`src/rtl/instr_fetch_pkg.sv`:
```
// instr_fetch_pkg: fetch-stage state encoding and shared defaults
package instr_fetch_pkg;
  typedef enum logic [1:0] {IDLE = 2'd0, REQ = 2'd1, HOLD = 2'd2, ERR = 2'd3} state_t;
  localparam int PC_INC_DEFAULT = 1;
  localparam int OPC_W = 2;
endpackage

```
`src/rtl/instr_fetch_if.sv`:
```
// instr_fetch_if: instruction-memory, decode/control and PC signals of the fetch stage
interface instr_fetch_if #(parameter int AW = 8, parameter int IW = 16);
  logic imem_req;
  logic [AW-1:0] imem_addr;
  logic imem_ack;
  logic [IW-1:0] imem_rdata;
  logic [IW-1:0] instr;
  logic instr_valid;
  logic instr_ready;
  logic pc_src;
  logic [AW-1:0] branch_offset;
  logic [AW-1:0] pc;
  logic fetch_err;
  modport master (
    output imem_req, imem_addr, instr, instr_valid, pc, fetch_err,
    input imem_ack, imem_rdata, instr_ready, pc_src, branch_offset
  );
  modport slave (
    input imem_req, imem_addr, instr, instr_valid, pc, fetch_err,
    output imem_ack, imem_rdata, instr_ready, pc_src, branch_offset
  );
endinterface

```
`src/rtl/instr_fetch_pc_next_logic.sv`:
```
// instr_fetch_pc_next_logic: next-PC select, sequential step or two's-complement branch, modulo 2^AW
module instr_fetch_pc_next_logic import instr_fetch_pkg::*; #(
  parameter int AW = 8,
  parameter int PC_INC = PC_INC_DEFAULT
) (
  input  logic [AW-1:0] pc,
  input  logic          pc_src,
  input  logic [AW-1:0] branch_offset,
  output logic [AW-1:0] pc_next
);
  assign pc_next = pc + (pc_src ? branch_offset : AW'(PC_INC));
endmodule

```
`src/rtl/instr_fetch.sv`:
```
// instr_fetch: owns the PC, fetches over req/ack and holds the instruction until the core commits it
module instr_fetch import instr_fetch_pkg::*; #(
  parameter int AW = 8,
  parameter int IW = 16,
  parameter int RESET_PC = 0,
  parameter int PC_INC = PC_INC_DEFAULT,
  parameter int TIMEOUT = 15
) (
  input logic clk,
  input logic rst,
  instr_fetch_if.master bus
);
  state_t state, state_n;
  logic [AW-1:0] pc, pc_next;
  logic [IW-1:0] instr;
  logic instr_valid, fetch_err;
  logic [7:0] cnt;
  logic ack, commit, expire;
  assign ack = state == REQ && bus.imem_ack;
  assign commit = state == HOLD && bus.instr_ready;
  assign expire = state == REQ && !bus.imem_ack && cnt == 8'(TIMEOUT - 1);
  instr_fetch_pc_next_logic #(.AW(AW), .PC_INC(PC_INC)) u_pc_next (
    .pc(pc),
    .pc_src(bus.pc_src),
    .branch_offset(bus.branch_offset),
    .pc_next(pc_next)
  );
  // state register
  always_ff @(posedge clk) state <= rst ? IDLE : state_n;
  // next state: an ack in the last allowed cycle beats the timeout
  always_comb begin
    state_n = state;
    state_n = state == IDLE ? REQ : ack ? HOLD : expire ? ERR : commit ? REQ : state;
  end
  // PC, instruction register, wait counter and sticky error
  always_ff @(posedge clk) begin
    if (rst) begin
      pc <= AW'(RESET_PC);
      instr <= '0;
      instr_valid <= 1'b0;
      fetch_err <= 1'b0;
      cnt <= '0;
    end else begin
      if (ack) begin
        instr <= bus.imem_rdata;
        instr_valid <= 1'b1;
        cnt <= '0;
      end else if (state == REQ) cnt <= cnt + 8'd1;
      if (expire) fetch_err <= 1'b1;
      if (commit) begin
        instr_valid <= 1'b0;
        pc <= pc_next;
      end
    end
  end
  assign bus.imem_req = state == REQ;
  assign bus.imem_addr = pc;
  assign bus.pc = pc;
  assign bus.instr = instr;
  assign bus.instr_valid = instr_valid;
  assign bus.fetch_err = fetch_err;
endmodule

```
`src/flat_wrapper.sv`:
```
// flat-port wrapper written by rule: the top's interface ports become plain ports
module instr_fetch_flat import instr_fetch_pkg::*;
#(
  parameter int AW = 8,
  parameter int IW = 16,
  parameter int RESET_PC = 0,
  parameter int PC_INC = PC_INC_DEFAULT,
  parameter int TIMEOUT = 15
)
  (clk, rst, bus_imem_req, bus_imem_addr, bus_instr, bus_instr_valid, bus_pc, bus_fetch_err, bus_imem_ack, bus_imem_rdata, bus_instr_ready, bus_pc_src, bus_branch_offset);
  instr_fetch_if #(.AW(AW), .IW(IW)) bus_i ();
  input logic clk;
  input logic rst;
  output wire logic [$bits(bus_i.imem_req)-1:0] bus_imem_req;
  output wire logic [$bits(bus_i.imem_addr)-1:0] bus_imem_addr;
  output wire logic [$bits(bus_i.instr)-1:0] bus_instr;
  output wire logic [$bits(bus_i.instr_valid)-1:0] bus_instr_valid;
  output wire logic [$bits(bus_i.pc)-1:0] bus_pc;
  output wire logic [$bits(bus_i.fetch_err)-1:0] bus_fetch_err;
  input wire logic [$bits(bus_i.imem_ack)-1:0] bus_imem_ack;
  input wire logic [$bits(bus_i.imem_rdata)-1:0] bus_imem_rdata;
  input wire logic [$bits(bus_i.instr_ready)-1:0] bus_instr_ready;
  input wire logic [$bits(bus_i.pc_src)-1:0] bus_pc_src;
  input wire logic [$bits(bus_i.branch_offset)-1:0] bus_branch_offset;
  assign bus_imem_req = bus_i.imem_req;
  assign bus_imem_addr = bus_i.imem_addr;
  assign bus_instr = bus_i.instr;
  assign bus_instr_valid = bus_i.instr_valid;
  assign bus_pc = bus_i.pc;
  assign bus_fetch_err = bus_i.fetch_err;
  assign bus_i.imem_ack = bus_imem_ack;
  assign bus_i.imem_rdata = bus_imem_rdata;
  assign bus_i.instr_ready = bus_instr_ready;
  assign bus_i.pc_src = bus_pc_src;
  assign bus_i.branch_offset = bus_branch_offset;
  instr_fetch #(.AW(AW), .IW(IW), .RESET_PC(RESET_PC), .PC_INC(PC_INC), .TIMEOUT(TIMEOUT)) u_core (.clk(clk), .rst(rst), .bus(bus_i));
endmodule
```
`config.mk`:
```
export PLATFORM = sky130hd
export DESIGN_NAME = instr_fetch_flat
export DESIGN_NICKNAME = d
export VERILOG_FILES = /design/src/rtl/instr_fetch_pkg.sv /design/src/rtl/instr_fetch_if.sv /design/src/rtl/instr_fetch_pc_next_logic.sv /design/src/rtl/instr_fetch.sv /design/src/flat_wrapper.sv
export SDC_FILE = /design/constraint.sdc
export NUM_CORES = 1
export LEC_CHECK = 0
export ABC_CLOCK_PERIOD_IN_PS = 5800
export CAP_MARGIN = 10
export CORE_ASPECT_RATIO = 1.25
export CORE_UTILIZATION = 48
export CTS_CLUSTER_DIAMETER = 120
export DETAILED_ROUTE_END_ITERATION = 6
export GPL_TIMING_DRIVEN = 0
export PLACE_DENSITY = 0.94
export SKIP_LAST_GASP = 1
export SLEW_MARGIN = 20
export SYNTH_ARGS = -nofsm -noshare
export SYNTH_HDL_FRONTEND = slang
export SYNTH_SLANG_ARGS = --single-unit
```
`constraint.sdc`:
```
create_clock -name clk -period 5.8 [get_ports clk]
set_clock_uncertainty 0.1 [all_clocks]
set_input_delay 1.16 -clock clk [delete_from_list [all_inputs] [get_ports clk]]
set_output_delay 1.16 -clock clk [all_outputs]
set_load 0.02 [all_outputs]
```
==> impl_metrics.py, run 1 <==
metrics = {
    "route": {
        "drt-met1-wl_um": 1610,
        "via_count": 1681,
        "drt_iter0_drc": 53,
        "wl_met2_um": 2010,
        "wl_per_cell_um": 12.4,
        "wl_met3_um": 314,
        "top_layer": "met4",
        "drc": 9,
        "drt_pass1_iterations": 6,
        "vias_per_cell": 5.22,
        "routed_wl_um": 4000,
        "antenna_left": 0,
    },
    "die": {
        "die_h_um": 70.4,
        "io_pins": 64,
        "die-area_um2": 4000,
        "die_w_um": 56.7,
        "start_util_pct": 50.7,
        "rows": 24,
        "core-area_um2": 3540,
    },
    "grt": {
        "grt_max_degree": 11,
        "grt_antenna_before_repair": 0,
        "grt_pass1_vias": 1654,
        "grt_usage_pct": 21.8,
        "grt_first_pass_wirelength_um": 6780,
        "overflow": 0,
    },
    "pwr": {
        "ir_drop_uv": 176,
        "power_density_nw_per_um2": 210,
        "leakagePower_nw": 1.00,
    },
    "clock_tree": {
        "post_cts_resize_count": 0,
        "clk_latency_ns": 0.29,
        "htreeDepth": 2,
        "cts_made_buffers": 5,
        "post_cts_buffers": 0,
        "clock_sinks": 36,
        "root_buffer": "clkbuf_8",
        "cts.clk_slew.worst_paths_ns": 0.07,
        "ctsHoldBuffers": 0,
        "cts_tree": "yes",
        "cts_max_path_buffers": 2,
    },
    "synth": {
        "ys_warn_count": 0,
        "synth_commonest_cells": "nand2_1, dfxtp_1, a21oi_1",
        "postSynthAreaPerCell_um2": 8.44,
        "synthSimpleGateAreaFrac_pct": 24.8,
        "synthMuxAreaShare_pct": 1.18,
        "yosys.area_share.adder_pct": 7.38,
        "async_flop_share_pct": 0,
        "yosysTopAreaCell": "dfxtp_1",
        "yosysSeqAreaShare_pct": 40.1,
        "synth_compound_area_share_pct": 12.8,
        "synth_cell_types": 45,
        "syn-num-nets": 252,
        "synth_top_family_by_area": "simple AND/OR/NAND/NOR gates",
        "yosys_register_bits": 36,
        "synth_most_common_cell": "nand2_1",
        "synth.area.top_cells": "dfxtp_1, nand2_1, a21oi_1",
        "synth_top_area_share_pct": 40.1,
        "synth-xor-area-share_pct": 4.87,
        "synth_edf_count": 0,
        "synthCells": 213,
        "netlist_area_um2": 1800,
        "synth_flop_cell": "dfxtp_1",
    },
    "setup_path": {
        "path_cells": "clkdlybuf4s50_1 > nand2b_1 > ha_1 > inv_1 > fa_1 > nor2b_1 > o21ai_0 > nor3b_1 > or3_1 > a21oi_1",
        "ff2ff_path_depth": 8,
        "cp_slowest_stage_delay_ns": 0.56,
        "critPathRequiredTime_ns": 5.92,
        "worstPathArrival_ns": 3.34,
        "crit_slowest_cell": "clkdlybuf4s50_1",
        "crit_fanout": 9,
        "cp-start-kind": "input pin",
        "path_class": "in -> reg",
        "worstSetupEndpointType": "flop",
    },
    "sta": {
        "rsz0062_at_grt": "no",
        "finalSetupTns_ns": 0,
        "setup_viol": 0,
        "final_hold_viol_count": 0,
        "fmax_ghz": 0.310,
        "slew_viol_final": 0,
        "max-slew-margin-rel_pct": 67.7,
        "whs_ns": 0.351,
        "post-route-min-period_ns": 3.22,
        "post-route-period-util_pct": 55.6,
        "worst_slack_ns": 2.58,
        "worst_pin_slew_ns": 0.484,
    },
    "run_status": {
        "violations": "design-rule violations",
        "status": "finished with violations",
    },
    "final_layout": {
        "stdcell_count": 322,
        "layout-drive-gt1-share_pct": 10.2,
        "area_growth_pct": 43.1,
        "fillers": 271,
        "nNetsFinal": 322,
        "insertedDiodeCount": 0,
    },
    "placed_design": {
        "gp_congestion": 0.829,
        "port_buffers": 63,
        "place_ws_ns": 2.31,
        "hpwl_um": 3010,
        "dp_cells": 315,
    },
    "min_path": {
        "hp-class": "reg -> reg",
        "holdPathStages": 2,
    },
    "flow_run": {
        "max_cap_viol_count": 0,
    },
}
placed cells by master, fill, tap and decap left out, types with 2 or more instances in the layout:
| master | instances |
|---|---|
| o211ai_1 | 2 |
| buf_4 | 10 |
| nor2_1 | 12 |
| nor3_1 | 2 |
| nor2b_1 | 2 |
| inv_1 | 8 |
| dfxtp_1 | 36 |
| xnor2_1 | 2 |
| nand4_1 | 3 |
| nand2_1 | 46 |
| buf_6 | 3 |
| and2_1 | 6 |
| and3_1 | 2 |
| o21ai_0 | 2 |
| ha_1 | 9 |
| a211oi_1 | 2 |
| a21oi_1 | 27 |
| nand3_1 | 3 |
| a31oi_1 | 2 |
| clkdlybuf4s50_1 | 63 |
| clkbuf_8 | 7 |
| xor2_1 | 8 |
| buf_1 | 2 |
worst paths after layout:
kind,startpoint,endpoint,slack [ns]
worst max-delay path,bus_pc_src,u_core.bus.imem_addr[4]$_SDFFE_PP0P_,2.58
worst min-delay path,u_core.bus.fetch_err$_SDFFE_PP0P_,u_core.bus.fetch_err$_SDFFE_PP0P_,0.35
worst max register to register,u_core.bus.imem_addr[0]$_SDFFE_PP0P_,u_core.bus.imem_addr[4]$_SDFFE_PP0P_,3.74
worst min register to register,u_core.bus.fetch_err$_SDFFE_PP0P_,u_core.bus.fetch_err$_SDFFE_PP0P_,0.35
power by group:
part / internal (mW) / total (mW) / leakage [nW] / switching (mW)
registers: 0.256 / 0.263 / 0.293 / 0.00708
logic: 0.0462 / 0.0862 / 0.660 / 0.0400
clock network: 0.106 / 0.190 / 0.0503 / 0.0845
total: 0.408 / 0.539 / 1.00 / 0.132
cells by family (layout without fill, tap and decap cells):
| logic type | after synthesis | after routing |
|---|---|---|
| buffers and inverters | 26 | 96 |
| adders and majority gates | 10 | 10 |
| muxes | 2 | 2 |
| AOI/OAI and AO/OA | 40 | 40 |
| DFF | 36 | 36 |
| xor gates and xnor gates | 10 | 10 |
| and+or+nand+nor | 89 | 89 |
worst max-delay path, delay by kind of cell:
family | cells | cell delay (ns)
and+or+nand+nor | 4 | 0.74
buffers and inverters | 2 | 0.62
adders and majority gates | 2 | 0.58
AOI/OAI and AO/OA | 2 | 0.25
metal layers:
layer	global-route usage (%)	vias up
met3	7.78	9
met1	23.1	760
met2	38.6	66
met4	8.67	0
li1	-	846
met5	0	-
per-stage QoR:
| step | utilization [%] | total power [mW] | cell area (um2) |
|---|---|---|---|
| finish | 72.6 | 0.539 | 2570 |
| global route | 72.6 | 0.561 | 2570 |
| CTS | 72.6 | 0.544 | 2570 |
| detailed placement | 69.9 | 0.355 | 2480 |
| global placement | 69.9 | 0.352 | 2480 |
| floorplan | - | 0.312 | 1800 |
sequential cells by signal, indices dropped and copies added (netlist names):
register and cells:
u_core.state 2, u_core.bus.fetch_err 1, u_core.bus.imem_addr 8, u_core.cnt 8, u_core.bus.instr_valid 1, u_core.bus.instr 16
area by class of cell:
cell class                      count  area, um2  area share [%]
Multi-Input combinational cell    151        918            35.7
Sequential cell                    36        721            28.0
Inverter                            9       33.8            1.31
Buffer                             17        125            4.86
Tap cell                           39       48.8            1.90
Timing Repair Buffer               63        631            24.5
Clock buffer                        7       96.3            3.74
No activity file was read; power rests on OpenSTA's default activity.
==> run 2, diff against run 1 <==
- ABC_CLOCK_PERIOD_IN_PS: 5800 -> 2720
- CORE_UTILIZATION: 48 -> 40
- PLACE_DENSITY: 0.94 -> 0.84
- clock period: 5.8 -> 2.72 ns (I/O delays scaled with it)
==> impl_metrics.py, run 2 (synthesis results as in run 1) <==
metrics = {
    "pwr": {
        "p_int_uw": 967,
        "p_sw_uw": 287,
        "power.share.combinational_pct": 14.5,
        "leakagePower_nw": 1.03,
        "power_density_nw_per_um2": 477,
        "seqPwrFrac_pct": 44.7,
        "swShare_pct": 22.9,
        "ir_drop_uv": 321,
        "clkPwrFrac_pct": 40.8,
        "finalPower_mw": 1.25,
    },
    "route": {
        "antenna_left": 0,
        "drc": 0,
        "via_count": 1659,
        "vias_per_cell": 4.88,
        "drt_pass1_iterations": 4,
        "wl_per_cell_um": 11.3,
        "routed_wl_um": 3850,
        "drt_iter0_drc": 56,
    },
    "setup_path": {
        "worstSetupEndpointType": "flop",
        "path_cells": "clkdlybuf4s50_1 > nand2b_1 > ha_1 > inv_1 > fa_1 > nor2b_1 > o21ai_0 > nor3b_1 > or3_1 > a21oi_1",
        "cp-start-kind": "input pin",
        "crit_fanout": 2,
        "critPathRequiredTime_ns": 2.85,
        "path_class": "in -> reg",
        "crit_slowest_cell": "clkdlybuf4s50_1",
        "reg2reg_setup_slack_ns": 0.74,
        "cp_slowest_stage_delay_ns": 0.45,
        "worstPathArrival_ns": 2.49,
    },
    "clock_tree": {
        "cts_tree": "yes",
        "post_cts_resize_count": 0,
        "cts_made_buffers": 5,
        "ctsHoldBuffers": 0,
        "root_buffer": "clkbuf_8",
        "clock_sinks": 36,
        "clk_latency_ns": 0.29,
        "cts_max_path_buffers": 2,
        "post_cts_buffers": 0,
        "htreeDepth": 2,
        "cts.clk_slew.worst_paths_ns": 0.07,
    },
    "die": {
        "rows": 26,
        "start_util_pct": 42.8,
        "core-area_um2": 4200,
        "die_h_um": 77.0,
        "die-area_um2": 4770,
        "die_w_um": 62.0,
        "io_pins": 64,
    },
    "final_layout": {
        "regMostFlops": "u_core.bus.instr",
        "layout_common_cells": "clkdlybuf4s50_1, nand2_1, dfxtp_1",
        "largest_reg_flops": 16,
        "stdcell_count": 340,
        "final_common_cell": "clkdlybuf4s50_1",
        "nNetsFinal": 322,
        "layout-drive-gt1-share_pct": 10.6,
        "insertedDiodeCount": 0,
        "area_growth_pct": 46.1,
    },
    "sta": {
        "fmax_ghz": 0.422,
        "post-route-min-period_ns": 2.37,
        "setup_viol": 0,
        "slew_viol_final": 0,
        "worst_pin_slew_ns": 0.475,
        "post-route-period-util_pct": 87.0,
        "final_hold_viol_count": 0,
        "rsz0062_at_grt": "no",
        "worst_slack_ns": 0.352,
        "max-slew-margin-rel_pct": 68.4,
    },
    "placed_design": {
        "hpwl_um": 2910,
        "dp_cells": 332,
        "port_buffers": 63,
        "place_ws_ns": -0.168,
        "gp_congestion": 0.803,
    },
    "grt": {
        "grt_max_degree": 12,
        "grt_first_pass_wirelength_um": 6260,
        "grt_pass1_vias": 1458,
        "overflow": 0,
        "grt_antenna_before_repair": 0,
        "grt_usage_pct": 17.5,
    },
    "min_path": {
        "hp-class": "reg -> reg",
    },
    "run_status": {
        "status": "finished clean",
    },
    "flow_run": {
        "max_cap_viol_count": 0,
    },
}
run 2: final timing paths:
check | start | to | cells after the start
min reg2reg | u_core.bus.instr[12]$_SDFFE_PP0P_ | u_core.bus.instr[12]$_SDFFE_PP0P_ | 2
max | bus_branch_offset[0] | u_core.bus.imem_addr[4]$_SDFFE_PP0P_ | 10
max reg2reg | u_core.bus.imem_addr[0]$_SDFFE_PP0P_ | u_core.bus.imem_addr[4]$_SDFFE_PP0P_ | 8
min | u_core.bus.instr[12]$_SDFFE_PP0P_ | u_core.bus.instr[12]$_SDFFE_PP0P_ | 2
run 2: cell type report:
class | count | area [um2]
Buffer | 17 | 125
Clock buffer | 7 | 96.3
Inverter | 9 | 33.8
Sequential cell | 36 | 721
Multi-Input combinational cell | 151 | 918
Fill cell | 365 | 1570
Timing Repair Buffer | 63 | 633
Clock inverter | 1 | 30.0
Tap cell | 56 | 70.1
run 2: worst max-delay path: cells and delay by family:
| family | cells | cell delay [ns] |
|---|---|---|
| AOI/OAI and AO/OA | 2 | 0.24 |
| adders and majority gates | 2 | 0.56 |
| and+or+nand+nor | 4 | 0.65 |
| buffers and inverters | 2 | 0.50 |
run 2: metal layers:
layer,up-vias,track usage (%),part of all wire [%]
met1,746,19.6,42
li1,848,-,-
met5,-,0,0
met2,60,29.0,50
met4,0,6.67,1.8
met3,5,6.24,6.9
run 2: power groups by stage:
| stage | Combinational, mW | Sequential (mW) | Clock [mW] |
|---|---|---|---|
| detailed placement | 0.183 | 0.572 | 0 |
| global placement | 0.181 | 0.571 | 0 |
| floorplan | 0.0784 | 0.586 | 0 |
| finish | 0.182 | 0.560 | 0.511 |
| CTS | 0.184 | 0.560 | 0.521 |
| global route | 0.200 | 0.563 | 0.543 |
run 2: through the flow:
stage          util, %  cell area [um2]  hold WS [ns]  TNS [ns]
2_1_floorplan        -             1800         0.372         0
3_3_place_gp      59.5             2500         0.335    -0.326
3_5_place_dp      59.5             2500         0.340    -0.363
4_1_cts           62.6             2630         0.358         0
5_1_grt           62.6             2630         0.371         0
6_report          62.6             2630         0.355         0
==> run 3, diff against run 2 <==
- CTS_CLUSTER_DIAMETER: 120 -> default
- GPL_ROUTABILITY_DRIVEN: default -> 0
- RECOVER_POWER: default -> 100
==> impl_metrics.py, run 3 (synthesis results as in run 1) <==
metrics = {
    "run_status": {
        "status": "finished clean",
    },
    "setup_path": {
        "worstPathArrival_ns": 2.56,
        "path_class": "in -> reg",
        "crit_slowest_cell": "dlygate4sd3_1",
        "critPathRequiredTime_ns": 2.80,
        "cp-start-kind": "input pin",
        "cp_slowest_stage_delay_ns": 0.51,
        "worstSetupEndpointType": "flop",
        "path_cells": "dlygate4sd3_1 > nand2b_1 > ha_1 > inv_1 > fa_1 > nor2b_1 > o21ai_0 > a21boi_0 > o21a_1 > o211ai_1",
        "crit_fanout": 3,
    },
    "route": {
        "drt_iter0_drc": 62,
        "drt_pass1_iterations": 4,
        "wl_per_cell_um": 11.3,
        "via_count": 1644,
        "routed_wl_um": 3850,
        "antenna_left": 0,
        "drc": 0,
        "vias_per_cell": 4.84,
    },
    "grt": {
        "grt_antenna_before_repair": 0,
        "overflow": 0,
        "grt_max_degree": 12,
        "grt_usage_pct": 17.5,
        "grt_first_pass_wirelength_um": 6260,
        "grt_pass1_vias": 1458,
    },
    "clock_tree": {
        "cts_made_buffers": 5,
        "ctsHoldBuffers": 0,
        "cts.clk_slew.worst_paths_ns": 0.07,
        "cts_tree": "yes",
        "cts_max_path_buffers": 2,
        "root_buffer": "clkbuf_8",
        "clk_latency_ns": 0.29,
        "clock_sinks": 36,
        "htreeDepth": 2,
    },
    "placed_design": {
        "dp_cells": 332,
        "post_dp_cell_area_um2": 2500,
        "port_buffers": 63,
        "hpwl_um": 2910,
    },
    "die": {
        "start_util_pct": 42.8,
        "core-area_um2": 4200,
        "die-area_um2": 4770,
        "io_pins": 64,
        "die_h_um": 77.0,
        "rows": 26,
        "die_w_um": 62.0,
    },
    "pwr": {
        "ir_drop_uv": 318,
        "leakagePower_nw": 1.12,
        "power_density_nw_per_um2": 478,
    },
    "sta": {
        "setup_viol": 0,
        "fmax_ghz": 0.403,
        "post-route-min-period_ns": 2.48,
        "post-route-period-util_pct": 91.3,
        "max-slew-margin-rel_pct": 40.8,
        "worst_pin_slew_ns": 0.886,
        "whs_ns": 0.352,
        "rsz0062_at_grt": "no",
        "final_hold_viol_count": 0,
        "slew_viol_final": 0,
    },
    "final_layout": {
        "layout_common_cells": "nand2_1, dlygate4sd3_1, dfxtp_1",
        "final_common_cell": "nand2_1",
        "largest_reg_flops": 16,
        "layout-drive-gt1-share_pct": 8.80,
        "stdcell_count": 340,
        "nNetsFinal": 322,
        "regMostFlops": "u_core.bus.instr",
        "postLayoutCellArea_um2": 2590,
        "insertedDiodeCount": 0,
        "area_growth_pct": 44.3,
    },
    "min_path": {
        "hp-class": "reg -> reg",
    },
    "flow_run": {
        "max_cap_viol_count": 0,
    },
}
## run 3: cell types whose count changed in the layout (fill, tap and decap cells not counted), sizes merged
cell,previous run,this run
buf,16,11
clkbuf,8,13
clkdlybuf4s50,62,24
dlygate4sd3,0,38
## run 3: final timing paths
path | from | to | slack (ns) | cells past startpoint
setup / recovery | bus_branch_offset[0] | u_core.bus.imem_addr[6]$_SDFFE_PP0P_ | 0.24 | 10
hold / removal | u_core.bus.instr[12]$_SDFFE_PP0P_ | u_core.bus.instr[12]$_SDFFE_PP0P_ | 0.35 | 2
setup reg to reg | u_core.state[1]$_SDFFE_PP0P_ | u_core.bus.instr[13]$_SDFFE_PP0P_ | 0.67 | 7
hold reg to reg | u_core.bus.instr[12]$_SDFFE_PP0P_ | u_core.bus.instr[12]$_SDFFE_PP0P_ | 0.35 | 2
## run 3: repair_timing
item                       CTS  global route
setup endpoints to repair    0             1
setup buffers                0             0
resized for setup            0             1
## run 3: where the power goes
group	total (mW)	switching, mW	leakage, nW	internal (mW)
clock	0.511	0.188	0.0645	0.323
combinational	0.170	0.0827	0.762	0.0876
sequential	0.559	0.0138	0.293	0.545
total	1.24	0.284	1.12	0.956
## run 3: worst max-delay path, delay by kind of cell
family          cells  cell delay (ns)
simple gates        2             0.21
compound gates      4             0.69
fa+ha+maj           2             0.56
buf+inv             2             0.56
## run 3: area by class of cell
| cell class | count | area (um2) |
|---|---|---|
| Sequential cell | 36 | 721 |
| Fill cell | 365 | 1600 |
| Clock inverter | 1 | 30.0 |
| Multi-Input combinational cell | 151 | 900 |
| Buffer | 17 | 110 |
| Timing Repair Buffer | 63 | 633 |
| Inverter | 9 | 33.8 |
| Tap cell | 56 | 70.1 |
| Clock buffer | 7 | 96.3 |
## run 3: per-layer routing
metal	up-vias	global-route usage (%)	routed length (um)
li1	848	-	-
met1	737	19.6	1630
met3	5	6.24	261
met4	0	6.67	68
met5	-	0	0
met2	54	29.0	1890
## run 3: stage by stage
step	total power, mW	setup TNS, ns	setup slack [ns]	util (%)
2_1_floorplan	0.664	0	0.587	-
3_3_place_gp	0.752	-0.326	-0.157	59.5
3_5_place_dp	0.755	-0.363	-0.168	59.5
4_1_cts	1.27	0	0.126	62.6
5_1_grt	1.29	0	0.121	61.8
6_report	1.24	0	0.238	61.8
